File: src/rtl/digit_serial_sub.sv
// digit_serial_sub: A - B - Bin over WIDTH bits, DIGIT bits per clock, LSB digit first.
// Operands arrive and results leave through valid/ready handshakes.
// Optional feature macro: DIGIT_SERIAL_SUB_SAT_EN (unsigned saturation to zero on underflow).
module digit_serial_sub #(
  parameter int unsigned WIDTH = 8,
  parameter int unsigned DIGIT = 2
) (
  input  logic             clk,
  input  logic             rst_n,
  input  logic             in_valid,
  output logic             in_ready,
  input  logic [WIDTH-1:0] in_A,
  input  logic [WIDTH-1:0] in_B,
  input  logic             in_Bin,
  output logic             out_valid,
  input  logic             out_ready,
  output logic [WIDTH-1:0] out_Diff,
  output logic             out_Bout,
  output logic             out_Zero
);

  localparam int unsigned NDIG = WIDTH / DIGIT;
  localparam int unsigned CW   = (NDIG > 1) ? $clog2(NDIG) : 1;

  // Reject parameter combinations that do not split into whole digits
  if (WIDTH < 1 || DIGIT < 1 || DIGIT > WIDTH || (WIDTH % DIGIT) != 0) begin : g_bad_params
    $error("digit_serial_sub: need 1 <= DIGIT <= WIDTH and WIDTH %% DIGIT == 0");
  end

  typedef enum logic [1:0] {IDLE, RUN, DONE} state_t;

  state_t           state, state_nxt;
  logic [WIDTH-1:0] a_sh, b_sh, res_sh;
  logic             borrow;
  logic [CW-1:0]    cnt;
  logic             load, last;
  logic [DIGIT:0]   dig;
  logic [WIDTH-1:0] res_nxt, diff_fin;

  assign in_ready = (state == IDLE) | ((state == DONE) & out_ready);
  assign load     = in_valid & in_ready;
  assign last     = (cnt == CW'(NDIG - 1));

  // One digit of subtraction; the top bit of the (DIGIT+1)-bit result is the borrow out
  assign dig      = {1'b0, a_sh[DIGIT-1:0]} - {1'b0, b_sh[DIGIT-1:0]} - (DIGIT+1)'(borrow);
  assign res_nxt  = (res_sh >> DIGIT) | (WIDTH'(dig[DIGIT-1:0]) << (WIDTH - DIGIT));

  // Final result as presented, clamped to zero on underflow when saturation is built in
`ifdef DIGIT_SERIAL_SUB_SAT_EN
  assign diff_fin = dig[DIGIT] ? '0 : res_nxt;
`else
  assign diff_fin = res_nxt;
`endif

  // State register
  always_ff @(posedge clk or negedge rst_n) begin
    if (!rst_n) state <= IDLE;
    else        state <= state_nxt;
  end

  // Next-state logic
  always_comb begin
    state_nxt = state;
    case (state)
      IDLE:    if (in_valid) state_nxt = RUN;
      RUN:     if (last) state_nxt = DONE;
      DONE:    if (out_ready) state_nxt = in_valid ? RUN : IDLE;
      default: state_nxt = IDLE;
    endcase
  end

  // Operand/result shift registers, chained borrow and digit counter
  always_ff @(posedge clk or negedge rst_n) begin
    if (!rst_n) begin
      a_sh   <= '0;
      b_sh   <= '0;
      res_sh <= '0;
      borrow <= 1'b0;
      cnt    <= '0;
    end else if (load) begin
      a_sh   <= in_A;
      b_sh   <= in_B;
      res_sh <= '0;
      borrow <= in_Bin;
      cnt    <= '0;
    end else if (state == RUN) begin
      a_sh   <= a_sh >> DIGIT;
      b_sh   <= b_sh >> DIGIT;
      res_sh <= res_nxt;
      borrow <= dig[DIGIT];
      cnt    <= last ? '0 : cnt + CW'(1);
    end
  end

  // Result registers: loaded on the last digit, frozen until the next operation completes
  always_ff @(posedge clk or negedge rst_n) begin
    if (!rst_n) begin
      out_valid <= 1'b0;
      out_Diff  <= '0;
      out_Bout  <= 1'b0;
      out_Zero  <= 1'b0;
    end else begin
      out_valid <= (state_nxt == DONE);
      if (state == RUN && last) begin
        out_Diff <= diff_fin;
        out_Bout <= dig[DIGIT];
        out_Zero <= (diff_fin == '0);
      end
    end
  end

endmodule
File: config.mk
export PLATFORM = sky130hd
export DESIGN_NAME = digit_serial_sub
export DESIGN_NICKNAME = d
export VERILOG_FILES = /design/src/rtl/digit_serial_sub.sv
export SDC_FILE = /design/constraint.sdc
export NUM_CORES = 1
export LEC_CHECK = 0
export ABC_AREA = 1
export BUFFER_PORTS_ARGS = -buffer_cell sky130_fd_sc_hd__buf_2
export CAP_MARGIN = 20
export CORE_UTILIZATION = 60
export CTS_BUF_LIST = sky130_fd_sc_hd__clkbuf_16
export DETAILED_ROUTE_END_ITERATION = 12
export GPL_TIMING_DRIVEN = 0
export PLACE_DENSITY = 0.87
export SLEW_MARGIN = 20
export SYNTH_ARGS = -nofsm -noshare
export SYNTH_HDL_FRONTEND = slang
export SYNTH_SLANG_ARGS = --single-unit
File: constraint.sdc
create_clock -name clk -period 4.95 [get_ports clk]
set_input_delay 0.2475 -clock clk [delete_from_list [all_inputs] [get_ports clk]]
set_output_delay 0.2475 -clock clk [all_outputs]
set_load 0.05 [all_outputs]
Word-level counts from Yosys, hierarchy flattened:

Cells that the tools add are included.

* bits in registers: 40
* word-level logic and storage cells: 41

* add/sub/neg operators: 3
* equal/unequal tests: 4
* multiplexer cells: 16
* bitwise operators: 4
* reductions and logical operators: 4

Operator list (count)
* $mux 8: 6
* $mux 2: 6
* $logic_not 8->1: 1
* $or 6x8->8: 1
* $eq 2x2->1 const B: 3
* $pmux 2 s3: 1
* $mux 1: 3
* $sub 2x2->3: 1
* $sub 3x1->3: 1
* $add 2x1->2 const B: 1
* $and 1x1->1: 2
* $eq 2x1->1 const B: 1
* $logic_not 2->1: 1
* $reduce_bool 2->1: 1
* $logic_and 1x1->1: 1
* $or 1x1->1: 1

Longest topological paths before layout:

Gate-level depths: netlist of run 1.

* depth in word-level cells: 5
* gate-level depth with buffers: 11
* depth with buffers taken out: 11

Worst setup path after synthesis of run 1:

OpenSTA, ideal clock, no wires.

* kind: register to register
* from: register a_sh[0]
* to: register out_Zero
* setup time: 0.066 ns
* data arrival time: 2.212 ns
* required time: 4.884 ns
* path slack: 2.672 ns
* cell stages (with the launch flop): 11
* path buffers: 0
* period minus slack after synthesis: 2.278 ns
* cell sequence: dfrtp_1 fa_1 inv_1 ha_1 or2_2 fa_1 nor2_1 nand2_1 nor2_1 nand3_1 nand2_1

* longest elaborated chain between the ends: 4

RTL lines
* start, declared: RTL line 33 `logic [WIDTH-1:0] a_sh, b_sh, res_sh;`
* start signal, assigned: RTL line 81 `a_sh <= in_A;`
* start signal, assigned: RTL line 87 `a_sh <= a_sh >> DIGIT;`
* $sub 2x2->3: RTL line 45 `assign dig = {1'b0, a_sh[DIGIT-1:0]} - {1'b0, b_sh[DIGIT-1:0]} - (DIGIT+1)'(borrow);`
* $sub 3x1->3: RTL line 45
* $or 6x8->8: RTL line 46 `assign res_nxt = (res_sh >> DIGIT) | (WIDTH'(dig[DIGIT-1:0]) << (WIDTH - DIGIT));`
* named net diff_fin[7]: RTL line 38 `logic [WIDTH-1:0] res_nxt, diff_fin;`
* $logic_not 8->1: RTL line 107 `out_Zero <= (diff_fin == '0);`
* end signal, assigned: RTL line 107
* end, declared: RTL line 19 `output logic out_Zero`

The timed path passes the listed nets, and every way through them passes these cells.
A chain may end at the register's enable or synchronous reset.

Worst setup path in the final report of run 1:

Same ends and word-level chain as after synthesis.

==> reports/results.ini, run 1 <==
[global_route]
grt_pass1_vias=1606
grtUsageTotal_pct=27.0
grt_antenna_before_repair=0
grt_pass1_wl_mm=6.97
overflow=0
grt_max_degree=39

[detailed_routing]
first_iter_violations=94
vias=1720
firstDrtPassIters=5
ant_nets=0
viasPerCell=5.17
drcViolationCount=0
finalWirelength_mm=4.06
routedWlPerCell_um=12.2

[synthesis]
ys.flop_type=dfrtp_1
ys_warn_count=0
synth-seq-cells=38
yosysSeqAreaShare_pct=48.2
synth_edf_count=0
synthAdderAreaFrac_pct=3.93
synthMuxAreaShare_pct=0
synth_compound_area_share_pct=2.66
synth_nets=275
synth.cell_area_um2=1970
synthArstFlopShare_pct=100
syn_inst=249
synth_cell_type_count=24
syn-mean-instance-area_um2=7.93
synth-simple-area-share_pct=33.5
synth_xor_xnor_area_share_pct=0.444
synth_top_family_by_area=simple AND/OR/NAND/NOR gates

[clock_network]
clkSinkCount=38
tritoncts=done
cts_buffers=5
cts_hold_buf=0
ctsResizeCount=0
clkTransAtPathRegs_ns=0.05
post_cts.repair.setup_buffers=0
clk_latency_ns=0.29
cts-root-buf=clkbuf_16
cts_buffer_depth=2
htree_levels=2

[place]
hpwlAfterDp_mm=2.72
io_buffers=32
dpl_cell_area_um2=2190
routabilityCongestion=0.824

[worst_setup_path]
critPathLaunchType=register
cp-end-kind=register
cp.required_ns=5.18
critPathKind=reg -> reg
cp_max_fo=3
cp.arrival_ns=2.73

[sta]
worst_slew_pin_slew_ns=0.806
slew_headroom_pct=46.3
tns_ns=0
finClkSkew_ns=0.00420
min_period_over_period_pct=50.6
setup_viol=0
hold_viol=0
period_minus_slack_ns=2.51
slew_violations=0
rsz0062_at_grt=no
fmax_mhz=399

[min_path]
hp-class=in -> async

[finish]
syn_to_final_growth_pct=18.1
drive_above_1_share_pct=20.8
final-seq-area_um2=951
final_nets=314
antennaDiodeCount=0
mostFrequentLayoutCell=nand2_1
layout_common_cells=nand2_1, dfrtp_1, buf_2
n_fill_cell=233
multi_input_area_um2=800
stdcell_area_um2=2330

[power]
ir_worst_vdd_mv=0.394
leakagePower_nw=1.39
p_per_area_nw_per_um2=761

[floorplanning]
die_h_um=59.4
chipWidth_um=59.4
initial_utilization_pct=64.1
core-area_um2=3080
die-area_um2=3520
io_pins=33
num_rows=20

[flow_run]
cap_violations=0

[status]
status=finished, final reports clean

[critical path, cell delays in order (launching register included)]
cell and delay, ns:
dfrtp_1 0.41, fa_1 0.57, inv_1 0.05, ha_1 0.16, or2_2 0.30, fa_1 0.52, nor2_1 0.13, nand2_1 0.07
nor2_1 0.10, nand3_1 0.07, nand2_1 0.06
[state kept, by name, summed over array words and instances, names as in the netlist]
name / flops
out_valid: 1
borrow: 1
out_Zero: 1
a_sh: 8
cnt: 2
res_sh: 6
out_Bout: 1
state: 2
b_sh: 8
out_Diff: 8
[per-stage QoR]
stage               cells  util, %  setup slack [ns]  power [mW]  hold slack [ns]
CTS                   333     75.7              2.46        1.78           0.0840
floorplan             249        -              2.67        1.25          -0.0481
finish                333     75.7              2.44        1.77           0.0543
global placement      325     71.1              2.50        1.44            0.382
detailed placement    325     71.1              2.49        1.46            0.386
global route          333     75.7              2.32        1.92            0.121
[metal layers]
layer | part of all wire [%] | global-route usage, % | vias to the layer above
li1 | - | - | 847
met1 | 44 | 34.7 | 797
met2 | 48 | 43.0 | 68
met3 | 6.6 | 8.95 | 8
met4 | 1.4 | 8.50 | 0
met5 | 0 | 0 | -
[logic make-up (layout without fill, tap and decap cells)]
| kind of cell | Yosys count | count (layout) |
|---|---|---|
| and+or+nand+nor | 151 | 151 |
| xor gates and xnor gates | 1 | 1 |
| buffers and inverters | 45 | 85 |
| DFF | 38 | 38 |
| adders and majority gates | 5 | 5 |
| AOI/OAI and AO/OA | 9 | 9 |
[report_power, final]
group          switching [mW]  leakage (nW)  internal (mW)
Combinational           0.611         0.844          0.318
Clock                   0.123        0.0672          0.184
Sequential             0.0882         0.483          0.451
[synthesized netlist by cell type, types with 2 or more instances]
master | instances | area share [%]
buf_6 | 6 | 3.4
nor2_1 | 7 | 1.3
or2_2 | 2 | 0.63
inv_1 | 31 | 5.9
ha_1 | 3 | 1.9
nand3_1 | 21 | 5.3
nand2_1 | 104 | 20
o21ai_0 | 5 | 1.3
o21ai_1 | 2 | 0.51
nand4_1 | 13 | 4.1
buf_2 | 4 | 1.0
dfrtp_1 | 38 | 48
fa_1 | 2 | 2.0
[final timing paths]
check,startpoint,to,depth (start not counted),slack [ns]
max,a_sh[0],out_Zero,10,2.44
min,rst_n,out_Diff[4],1,0.05
max reg2reg,a_sh[0],out_Zero,10,2.44
min reg2reg,out_Diff[2],out_Diff[2],2,0.47
max in group asynchronous,rst_n,res_sh[6],1,4.39
min in group clk,in_A[6],a_sh[6],3,0.16
[final cells by class]
cell class	count	area share, %
buffer	12	4.24
clock inverter	3	0.698
clock buffer	5	5.37
multi-input combinational	166	34.3
timing repair buffer	32	6.87
tap	44	2.36
inverter	33	5.37
sequential	38	40.8
Note: power is estimated with default switching activity, not from simulation.
==> run 2: changes to the inputs <==
Settings changed: CORE_UTILIZATION 60 to 50, PLACE_DENSITY 0.87 to 0.78.
Clock period 4.95 ns to 2.05 ns, I/O delays scaled along.
==> reports/results.ini, run 2 (same netlist as run 1, synthesis figures left out) <==
[worst_setup_path]
cp.required_ns=2.22
path_delay_family=adder cells
crit_buf_inv=2
critPathMaxStageDelay_ns=0.59
rr_worst_depth=11
crit_slowest_cell=fa_2
cp.arrival_ns=2.54
cp_max_fo=3
timing.rr.start=b_sh[0]
r2r_setup_slack_ns=-0.31
critPathKind=reg -> reg
cp-startpoint=b_sh[0]
critPathLaunchType=register
cp-end-kind=register
path_cells=inv_2 > fa_1 > inv_1 > ha_2 > or2_4 > fa_2 > nor2_1 > nand2_1 > nor2_1 > nand3_1 > nand2_1
timing.rr.end=out_Zero

[power]
combPwrFrac_pct=55.2
seqPwrFrac_pct=29.0
p_clk_share_pct=15.8
power_mw=4.48
leakagePower_nw=1.41
ir_worst_vdd_mv=0.757
sw_frac_of_total_pct=45.2
internal-power_mw=2.45
switchingPower_mw=2.02
p_per_area_nw_per_um2=1890

[finish]
final_nets=318
drive_above_1_share_pct=22.6
n_fill_cell=321
reg_top3=a_sh x8, b_sh x8, out_Diff x8
syn_to_final_growth_pct=20.2
stdcell_area_um2=2370
layout_common_cells=nand2_1, dfrtp_1, buf_2
mostFrequentLayoutCell=nand2_1
antennaDiodeCount=0

[clock_network]
cts_buffers=5
clkTransAtPathRegs_ns=0.05
clkSinkCount=38
cts_buffer_depth=2
htree_levels=2
tritoncts=done
cts-root-buf=clkbuf_16
clk_latency_ns=0.28

[sta]
fmax_mhz=423
period_minus_slack_ns=2.36
setup_viol=5
rsz0062_at_grt=yes
slew_violations=0
setup_ws_ns=-0.315
worst_slew_pin_slew_ns=0.835
min_period_over_period_pct=115
hold_viol=0
tns_ns=-0.838
finClkSkew_ns=0.00370
whs_ns=0.0200
slew_headroom_pct=44.4

[detailed_routing]
routedWlPerCell_um=12.2
ant_nets=0
firstDrtPassIters=4
first_iter_violations=69
finalWirelength_mm=4.16
vias=1699
viasPerCell=5.00
drcViolationCount=0

[place]
dp_slack_ns=-0.421
routabilityCongestion=0.846
io_buffers=32
hpwlAfterDp_mm=2.93
dpl_cell_area_um2=2200

[min_path]
worstHoldStart=in_A[7]
whs_path_depth=3
hp-class=in -> reg
whs_endpoint=a_sh[7]

[global_route]
grt_pass1_wl_mm=6.91
grt_pass1_vias=1588
grtUsageTotal_pct=21.9
grt_max_degree=39
grt_antenna_before_repair=0
overflow=0

[floorplanning]
num_rows=22
io_pins=33
core-area_um2=3720
chipWidth_um=64.8
die_h_um=64.8
die-area_um2=4200
initial_utilization_pct=53.1

[flow_run]
cap_violations=0

[status]
violations=negative setup slack
status=finished, violations left

==> run 2: repair_timing <==
| item | 4_1_cts | 5_1_grt |
|---|---|---|
| gates resized for setup | 4 | 1 |
| pin swaps | 8 | 5 |
| setup buffers | 3 | 0 |
| hold endpoints to repair | 38 | 0 |
| hold buffers | 1 | 0 |
| gates cloned | 0 | 0 |
| setup endpoints to repair | 5 | 5 |
==> run 2: metal layers <==
metal	GRT usage (%)	up-vias	part of all wire [%]
li1	-	858	-
met3	4.93	9	4.2
met4	8.33	0	1.9
met5	0	-	0
met1	26.7	794	45
met2	37.2	38	49
==> run 2: how the worst max path moves through the flow <==
stage / endpoint / slack (ns) / cells after the start
after floorplan: out_Zero / -0.19 / 11
after global placement: out_Zero / -0.36 / 11
after detailed placement: out_Zero / -0.42 / 11
after CTS: out_Zero / -0.36 / 11
after global routing: out_Zero / -0.43 / 11
final: out_Zero / -0.31 / 11
==> run 2: final cells by class <==
cell class                      count  area (um2)  area share (%)
Clock buffer                        5         125            5.27
Tap cell                           48        60.1            2.53
Multi-Input combinational cell    166         810            34.1
Inverter                           33         125            5.27
Buffer                             12        98.8            4.16
Sequential cell                    38         951            40.1
Clock inverter                      2        7.51           0.316
Timing Repair Buffer               36         196            8.28
==> run 2: through the flow <==
stage | std cells | util [%]
6_report | 340 | 63.9
5_1_grt | 340 | 63.9
4_1_cts | 340 | 63.8
3_5_place_dp | 329 | 59.2
3_3_place_gp | 329 | 59.2
2_1_floorplan | 249 | -
==> run 2: worst reg2reg max path: stages (launching register included) <==
cell,delay (ns)
dfrtp_1,0.35
inv_2,0.05
fa_1,0.56
inv_1,0.05
ha_2,0.16
or2_4,0.23
fa_2,0.59
nor2_1,0.05
nand2_1,0.07
nor2_1,0.04
nand3_1,0.06
nand2_1,0.05
==> run 2: power by group through the flow <==
stage               registers [mW]  logic (mW)  clock network (mW)
finish                        1.30        2.47               0.708
global route                  1.34        2.76               0.749
CTS                           1.30        2.49               0.713
global placement              1.29        2.22                   0
detailed placement            1.31        2.29                   0
floorplan                     1.57        1.46                   0
==> run 3: changes to the inputs <==
Settings changed: REMOVE_ABC_BUFFERS set to 1.
==> reports/results.ini, run 3 (same netlist as run 1, synthesis figures left out) <==
[worst_setup_path]
cp-end-kind=register
r2r_setup_slack_ns=-0.33
crit_slowest_cell=fa_2
cp.required_ns=2.27
crit_buf_inv=4
critPathKind=reg -> reg
crit_cells=11
rr_worst_depth=11
path_cells=inv_2 > fa_1 > inv_1 > ha_2 > or2_4 > fa_2 > buf_6 > nand2_2 > o21ai_1 > nand2_1 > inv_1
timing.rr.end=res_sh[7]
path_delay_family=adder cells
cp_max_fo=3
path_common_cell=inv_1
critPathLaunchType=register
critPathMaxStageDelay_ns=0.57
timing.rr.start=b_sh[0]
cp.arrival_ns=2.60

[sta]
slew_violations=0
fmax_mhz=421
min_period_over_period_pct=116
hold_viol=0
worst_slew_pin_slew_ns=0.832
finClkSkew_ns=0.00308
slew_headroom_pct=44.5
setup_viol=5
tns_ns=-0.796
rsz0062_at_grt=yes
period_minus_slack_ns=2.38
setup_ws_ns=-0.327

[power]
ir_worst_vdd_mv=1.02
leakagePower_nw=1.35
p_per_area_nw_per_um2=1890

[finish]
final_nets=306
fin_util_pct=61.6
final_cells=329
antennaDiodeCount=0
stdcell_area_um2=2290
mostFrequentLayoutCell=nand2_1
layout_common_cells=nand2_1, dfrtp_1, buf_2
drive_above_1_share_pct=21.0
n_fill_cell=355
reg_top3=a_sh x8, b_sh x8, out_Diff x8
syn_to_final_growth_pct=16.0

[detailed_routing]
vias=1595
first_iter_violations=84
finalWirelength_mm=3.76
ant_nets=0
drcViolationCount=0
viasPerCell=4.85
routedWlPerCell_um=11.4
firstDrtPassIters=4

[clock_network]
cts_buffer_depth=2
cts_buffers=5
cts-root-buf=clkbuf_16
clk_latency_ns=0.28
htree_levels=2
clkTransAtPathRegs_ns=0.06
tritoncts=done
clkSinkCount=38

[floorplanning]
io_pins=33
num_rows=22
core-area_um2=3720
chipWidth_um=64.8
die-area_um2=4200
die_h_um=64.8
initial_utilization_pct=53.1

[min_path]
worstHoldStart=in_A[6]
whs_path_depth=3
whs_endpoint=a_sh[6]
hp-class=in -> reg

[global_route]
grt_antenna_before_repair=0
grtUsageTotal_pct=20.0
grt_pass1_vias=1514
overflow=0
grt_pass1_wl_mm=6.40
grt_max_degree=42

[place]
dp_slack_ns=-0.393
place_inst=317
io_buffers=32
hpwlAfterDp_mm=2.34
routabilityCongestion=0.762
dpl_cell_area_um2=2100

[status]
violations=negative setup slack
status=finished, violations left

[flow_run]
cap_violations=0

[run 3: cell count changes in the layout (fill, tap and decap cells not counted), sizes merged]
cell | before | now
clkinv | 1 | 3
clkinvlp | 0 | 1
buf | 46 | 35
inv | 34 | 32
clkbuf | 6 | 5
[run 3: final cells by class]
type,count,area [um2],area share (%)
sequential,38,951,41.5
multi-input combinational,166,812,35.5
timing repair buffer,36,200,8.74
clock buffer,5,125,5.46
inverter,33,125,5.46
tap,48,60.1,2.62
clock inverter,3,16.3,0.710
[run 3: report_power, final]
| group | switching (mW) | leakage (nW) | internal, mW | total, mW |
|---|---|---|---|---|
| clock network | 0.288 | 0.0672 | 0.443 | 0.731 |
| logic | 1.45 | 0.804 | 0.852 | 2.31 |
| registers | 0.209 | 0.483 | 1.09 | 1.30 |
[run 3: worst max path at each step]
| stage | slack [ns] | to | start |
|---|---|---|---|
| 2_1_floorplan | -0.23 | out_Zero | a_sh[0] |
| 6_report | -0.33 | res_sh[7] | b_sh[0] |
| 5_1_grt | -0.45 | out_Zero | b_sh[0] |
| 3_3_place_gp | -0.34 | out_Zero | a_sh[0] |
| 3_5_place_dp | -0.39 | out_Zero | a_sh[0] |
| 4_1_cts | -0.38 | res_sh[7] | borrow |
[run 3: per-layer routing]
metal	up-vias	GRT usage [%]	share of wire, %
met5	-	0	0
met4	0	7.50	1.1
met3	5	3.70	4.3
met2	46	34.8	48
met1	713	24.3	46
li1	831	-	-
[run 3: worst reg2reg max path, stage by stage (launching register included)]
cell and delay [ns]:
dfrtp_1 0.36, inv_2 0.05, fa_1 0.56, inv_1 0.06, ha_2 0.16, or2_4 0.23
fa_2 0.57, buf_6 0.11, nand2_2 0.03, o21ai_1 0.07, nand2_1 0.06, inv_1 0.06
[run 3: per-stage QoR]
stage               hold WS [ns]  total power, mW
finish                    0.0313             4.34
global route              0.0348             4.69
CTS                       0.0319             4.26
detailed placement         0.247             3.32
global placement           0.251             3.24
floorplan                 -0.193             2.86
[run 3: repair_timing]
action / 4_1_cts / 5_1_grt
hold endpoints to repair: 38 / 0
setup buffers: 2 / 1
endpoints found under the setup margin: 5 / 5
pin swaps: 9 / 7
hold buffers: 1 / 0
gates resized for setup: 5 / 5
